<file path="config.mk">
export PLATFORM = sky130hd
export DESIGN_NAME = bcd_seg7_scan
export DESIGN_NICKNAME = d
export VERILOG_FILES = /design/src/rtl/seg7_pkg.sv /design/src/rtl/bcd_to_seg7.sv /design/src/rtl/bcd_seg7_scan.sv
export SDC_FILE = /design/constraint.sdc
export NUM_CORES = 1
export LEC_CHECK = 0
export CAP_MARGIN = 40
export CORE_MARGIN = 10
export CORE_UTILIZATION = 56
export DETAILED_ROUTE_END_ITERATION = 10
export PLACE_DENSITY_LB_ADDON = 0.3
export SLEW_MARGIN = 20
export SYNTH_ARGS = -nofsm -noshare
export SYNTH_HDL_FRONTEND = slang
export SYNTH_SLANG_ARGS = --single-unit
</file>
<file path="constraint.sdc">
create_clock -name i_Clock -period 3.6 [get_ports i_Clock]
set_input_delay 0.72 -clock i_Clock [delete_from_list [all_inputs] [get_ports i_Clock]]
set_output_delay 0.72 -clock i_Clock [all_outputs]
set_load 0.05 [all_outputs]
</file>
<file path="src/rtl/seg7_pkg.sv">
// Shared constants for the BCD seven-segment scanner: segment patterns
// ({g,f,e,d,c,b,a}, logical 1 = lit) and the scan FSM state encoding.
package seg7_pkg;

  typedef enum logic [1:0] {
    s_IDLE     = 2'd0,
    s_DIGIT_ON = 2'd1,
    s_DEAD     = 2'd2
  } state_t;

  localparam logic [6:0] SEG_0     = 7'b0111111;
  localparam logic [6:0] SEG_1     = 7'b0000110;
  localparam logic [6:0] SEG_2     = 7'b1011011;
  localparam logic [6:0] SEG_3     = 7'b1001111;
  localparam logic [6:0] SEG_4     = 7'b1100110;
  localparam logic [6:0] SEG_5     = 7'b1101101;
  localparam logic [6:0] SEG_6     = 7'b1111101;
  localparam logic [6:0] SEG_7     = 7'b0000111;
  localparam logic [6:0] SEG_8     = 7'b1111111;
  localparam logic [6:0] SEG_9     = 7'b1101111;
  localparam logic [6:0] SEG_DASH  = 7'b1000000;
  localparam logic [6:0] SEG_BLANK = 7'b0000000;

endpackage

</file>
<file path="src/rtl/bcd_to_seg7.sv">
// Combinational nibble-to-segment decoder; non-decimal nibbles show a dash.
module bcd_to_seg7
  import seg7_pkg::*;
(
  input  logic [3:0] bcd,
  output logic [6:0] seg
);

  // Table lookup of the standard seven-segment glyphs
  always_comb begin
    seg = SEG_DASH;
    case (bcd)
      4'd0:    seg = SEG_0;
      4'd1:    seg = SEG_1;
      4'd2:    seg = SEG_2;
      4'd3:    seg = SEG_3;
      4'd4:    seg = SEG_4;
      4'd5:    seg = SEG_5;
      4'd6:    seg = SEG_6;
      4'd7:    seg = SEG_7;
      4'd8:    seg = SEG_8;
      4'd9:    seg = SEG_9;
      default: seg = SEG_DASH;
    endcase
  end

endmodule

</file>
<file path="src/rtl/bcd_seg7_scan.sv">
// Multiplexed BCD display driver: lights one digit at a time for SCAN_DIV
// cycles with DEAD_TIME all-off cycles between digits, leading-zero blanking.
module bcd_seg7_scan
  import seg7_pkg::*;
#(
  parameter int DECIMAL_DIGITS = 2,
  parameter int SCAN_DIV       = 50000,
  parameter int DEAD_TIME      = 8,
  parameter int SEG_ACTIVE_LOW = 1
) (
  input  logic                          i_Clock,
  input  logic                          i_Rst_n,
  input  logic [DECIMAL_DIGITS*4-1:0]   i_BCD,
  input  logic                          i_DV,
  output logic [6:0]                    o_Segments,
  output logic [DECIMAL_DIGITS-1:0]     o_Digit_En,
  output logic                          o_Active
);

  localparam int BCD_W   = DECIMAL_DIGITS * 4;
  localparam int IDX_W   = (DECIMAL_DIGITS > 1) ? $clog2(DECIMAL_DIGITS) : 1;
  localparam int CNT_MAX = (SCAN_DIV > DEAD_TIME) ? SCAN_DIV : DEAD_TIME;
  localparam int CNT_W   = $clog2(CNT_MAX + 1);

  localparam logic [CNT_W-1:0]          LIT_LAST  = CNT_W'(SCAN_DIV - 1);
  localparam logic [CNT_W-1:0]          DEAD_LAST = CNT_W'(DEAD_TIME - 1);
  localparam logic [CNT_W-1:0]          CNT_ZERO  = CNT_W'(0);
  localparam logic [IDX_W-1:0]          IDX_LAST  = IDX_W'(DECIMAL_DIGITS - 1);
  localparam logic [IDX_W-1:0]          IDX_ZERO  = IDX_W'(0);
  localparam logic [DECIMAL_DIGITS-1:0] EN_ONE    = DECIMAL_DIGITS'(1);
  localparam logic [DECIMAL_DIGITS-1:0] EN_POL    =
    (SEG_ACTIVE_LOW != 0) ? {DECIMAL_DIGITS{1'b1}} : {DECIMAL_DIGITS{1'b0}};
  localparam logic [6:0]                SEG_POL   =
    (SEG_ACTIVE_LOW != 0) ? 7'h7F : 7'h00;

  state_t                   state_r, state_s;
  logic [IDX_W-1:0]         idx_r, idx_s;
  logic [CNT_W-1:0]         cnt_r, cnt_s;
  logic [BCD_W-1:0]         bcd_r, bcd_s;
  logic [3:0]               nib_s;
  logic                     blank_s;
  logic [6:0]               seg_dec_s;
  logic [6:0]               seg_lit_s;
  logic [DECIMAL_DIGITS-1:0] en_lit_s;
  logic [6:0]               seg_r;
  logic [DECIMAL_DIGITS-1:0] en_r;
  logic                     active_r;

  // Next-state view; outputs are registered from it so they line up with the state
  always_comb begin
    state_s = state_r;
    idx_s   = idx_r;
    cnt_s   = cnt_r;
    bcd_s   = i_DV ? i_BCD : bcd_r;
    case (state_r)
      s_IDLE: begin
        if (i_DV) begin
          state_s = s_DIGIT_ON;
          idx_s   = IDX_ZERO;
          cnt_s   = CNT_ZERO;
        end else begin
          state_s = s_IDLE;
        end
      end
      s_DIGIT_ON: begin
        if (cnt_r == LIT_LAST) begin
          state_s = s_DEAD;
          cnt_s   = CNT_ZERO;
        end else begin
          cnt_s   = cnt_r + CNT_W'(1);
        end
      end
      s_DEAD: begin
        if (cnt_r == DEAD_LAST) begin
          state_s = s_DIGIT_ON;
          cnt_s   = CNT_ZERO;
          idx_s   = (idx_r == IDX_LAST) ? IDX_ZERO : idx_r + IDX_W'(1);
        end else begin
          cnt_s   = cnt_r + CNT_W'(1);
        end
      end
      default: begin
        state_s = s_IDLE;
        idx_s   = IDX_ZERO;
        cnt_s   = CNT_ZERO;
      end
    endcase
  end

  // Digit mux and blanking: a digit is blank when it and everything above it is zero
  always_comb begin
    nib_s     = bcd_s[{idx_s, 2'b00} +: 4];
    blank_s   = (idx_s != IDX_ZERO) && ((bcd_s >> {idx_s, 2'b00}) == BCD_W'(0));
    seg_lit_s = blank_s ? SEG_BLANK : seg_dec_s;
    en_lit_s  = EN_ONE << idx_s;
  end

  bcd_to_seg7 u_dec (
    .bcd (nib_s),
    .seg (seg_dec_s)
  );

  // Scan FSM state plus pin-polarity output registers
  always_ff @(posedge i_Clock or negedge i_Rst_n) begin
    if (!i_Rst_n) begin
      state_r  <= s_IDLE;
      idx_r    <= IDX_ZERO;
      cnt_r    <= CNT_ZERO;
      bcd_r    <= BCD_W'(0);
      active_r <= 1'b0;
      seg_r    <= SEG_POL;
      en_r     <= EN_POL;
    end else begin
      state_r  <= state_s;
      idx_r    <= idx_s;
      cnt_r    <= cnt_s;
      bcd_r    <= bcd_s;
      active_r <= active_r | i_DV;
      if (state_s == s_DIGIT_ON) begin
        seg_r <= seg_lit_s ^ SEG_POL;
        en_r  <= en_lit_s ^ EN_POL;
      end else begin
        seg_r <= SEG_BLANK ^ SEG_POL;
        en_r  <= EN_POL;
      end
    end
  end

  assign o_Segments = seg_r;
  assign o_Digit_En = en_r;
  assign o_Active   = active_r;

endmodule
</file>
==> flow_summary.json <==
{
  "cp_cell_sequence": "clkdlybuf4s50_1, nand2b_1, nand2b_1, a221oi_4, inv_4, mux2i_1, ha_1, inv_1, or3_1, o21ai_0, o21bai_1",
  "setup_ws_ns": 0.382,
  "crit_top_cell": "nand2b_1",
  "layout_commonest_cell": "dfrtp_1",
  "critPathLaunchType": "input pin",
  "cp_slowest_stage_delay_ns": 0.47,
  "htreeDepth": 2,
  "synth.net_count": 216,
  "cts_max_path_buffers": 2,
  "setup_viol": 0,
  "final_cells": 267,
  "peakVddDrop_v": 0.000257,
  "portBuffers": 20,
  "hold_viol": 0,
  "async_flop_share_pct": 100,
  "netlist.area_leader.share_pct": 34.2,
  "cp_top_family": "compound AO/OA/AOI/OAI gates",
  "syn-cell-area_mm2": 0.00205,
  "ys_types": 45,
  "avgSynthCellArea_um2": 10.6,
  "dr.pass1.iters": 4,
  "critPathBufInv": 3,
  "cts_root_buffer": "clkbuf_8",
  "total_power_uw": 981,
  "maxCapViolations": 0,
  "setup-tns-final_ns": 0,
  "synth_ff_type": "dfrtp_1",
  "critPathKind": "input pin to register",
  "n_antenna_cell": 0,
  "p_leak_nw": 1.03,
  "fin_area_mm2": 0.00243,
  "slew_viol_final": 0,
  "post-place-cells": 258,
  "most-common-layout-cells": "28 x dfrtp_1, 25 x nor2_1, 20 x clkdlybuf4s50_1",
  "gp_congestion": 0.930,
  "grt_pass1_wl_um": 7090,
  "routed_via_density": 5.48,
  "outcome": "completed",
  "synth_edf_count": 0,
  "place_ws_ns": 0.112,
  "clkTransAtPathRegs_ns": 0.07,
  "fp.coreArea_mm2": 0.00344,
  "placed_area_mm2": 0.00231,
  "die_w_um": 80.5,
  "first_global_vias": 1503,
  "fin_hold_ws_ns": 0.471,
  "p_per_area_mw_per_mm2": 404,
  "ys_warn_count": 0,
  "drive_above_1_share_pct": 16.7,
  "crit_path_end_kind": "register",
  "grt_antenna_before_repair": 0,
  "critPathArrivalTime_ns": 3.43,
  "yosys.area.top_type": "dfrtp_1",
  "synth_area_leaders": "dfrtp_1 34%, dfstp_2 12%, ha_1 6.7%",
  "drt_iter0_markers": 94,
  "crit_path_max_fanout": 9,
  "insertion_delay_ns": 0.29,
  "ctsHoldBuffers": 0,
  "relSlewSlack_pct": 64.1,
  "start_util_pct": 59.5,
  "yosysSeqAreaShare_pct": 45.7,
  "synth-seq-cells": 37,
  "via_count": 1462,
  "hpwl_um": 3060,
  "cts_tree": "done",
  "finalCriticalPeriod_ns": 3.22,
  "finalCritPeriodShare_pct": 89.4,
  "fmax_mhz": 311,
  "die_area_mm2": 0.00648,
  "min_path_type": "register to register",
  "rsz0062_at_grt": "false",
  "postCtsSetupRepairBufs": 0,
  "drtAntennaViolNets": 0,
  "syn_inst": 194,
  "rows": 21,
  "worstMarginPinSlew_ns": 0.537,
  "area_growth_pct": 18.6,
  "cts_sinks": 37,
  "cp_slowest_cell": "clkdlybuf4s50_1",
  "nets": 242,
  "grt_max_degree": 38,
  "globalRouteOverflowTotal": 0,
  "post_cts_resized": 0,
  "fp.dieH_um": 80.5,
  "postLayoutCoreUtil_pct": 70.6,
  "grt_usage_pct": 13.6,
  "wl_per_cell_um": 15.3,
  "fin_worst_skew_ns": 0.0109,
  "io_pins": 21,
  "routed_wl_um": 4080,
  "drcViolationCount": 0,
  "numCtsBuffers": 5,
  "required_ns": 3.81
}
## state kept, by name (all words and copies together) (netlist names)
name        cells
o_Segments      7
state_r         2
idx_r           1
bcd_r           8
o_Digit_En      2
o_Active        1
cnt_r          16
## layout make-up
class / count / area [µm²]
fillers: 261 / 1010
clock buffers: 7 / 86.3
inverters: 13 / 51.3
clock inverters: 1 / 30.0
well taps: 46 / 57.6
repair buffers: 23 / 223
flip-flops and latches: 37 / 937
multi-input cells: 140 / 1040
## cell usage after synthesis, types with 2 or more instances
library cell  count
dfstp_2           9
o21ai_0           3
a21o_1            2
and4_1            2
mux2i_1           8
ha_1             11
clkbuf_1          2
xor2_1            4
nand2_1          15
dfrtp_1          28
a21oi_1           3
a221oi_2          2
nor3_1            8
nand3_1           8
inv_1            12
nand4_1           4
nor2_1           25
nand2b_1          4
mux2_2            6
nor2b_1           2
xnor2_1           8
o21ai_1           5
## worst paths after layout
check	from	endpoint	slack (ns)	cells past startpoint
worst max-delay path	i_DV	o_Segments[6]	0.38	11
max in group asynchronous	i_Rst_n	o_Segments[1]	2.39	2
worst max register to register	cnt_r[0]	o_Segments[6]	0.44	11
worst min register to register	o_Active	o_Active	0.47	1
min in group asynchronous	i_Rst_n	cnt_r[3]	0.85	2
worst min-delay path	o_Active	o_Active	0.47	1
## power breakdown
part           switching [mW]  total, mW  internal (mW)
logic                  0.0984      0.159         0.0601
clock network           0.146      0.372          0.226
registers             0.00552      0.451          0.446
## kinds of logic after synthesis
family	count (synthesis)	synth area share, %
compound gates	24	9.89
flops	37	45.7
simple gates	78	21.3
buf+inv	17	3.30
fa+ha+maj	11	6.72
mux	15	7.94
xor+xnor	12	5.13
## layer usage
| metal | vias to the layer above | wire [µm] | global-route usage, % |
|---|---|---|---|
| met1 | 718 | 1750 | 15.7 |
| met3 | 4 | 121 | 3.90 |
| li1 | 720 | - | - |
| met2 | 20 | 2170 | 23.6 |
| met5 | - | 0 | 0 |
| met4 | 0 | 32 | 4.05 |
## worst register-to-register path, stage by stage (launching register included)
cell	delay (ns)
dfrtp_1	0.39
ha_1	0.24
nor4bb_4	0.40
a41oi_2	0.19
a221oi_4	0.37
inv_4	0.12
mux2i_1	0.32
ha_1	0.23
inv_1	0.05
or3_1	0.38
o21ai_0	0.23
o21bai_1	0.15
Note: power is estimated with default switching activity, not from simulation.
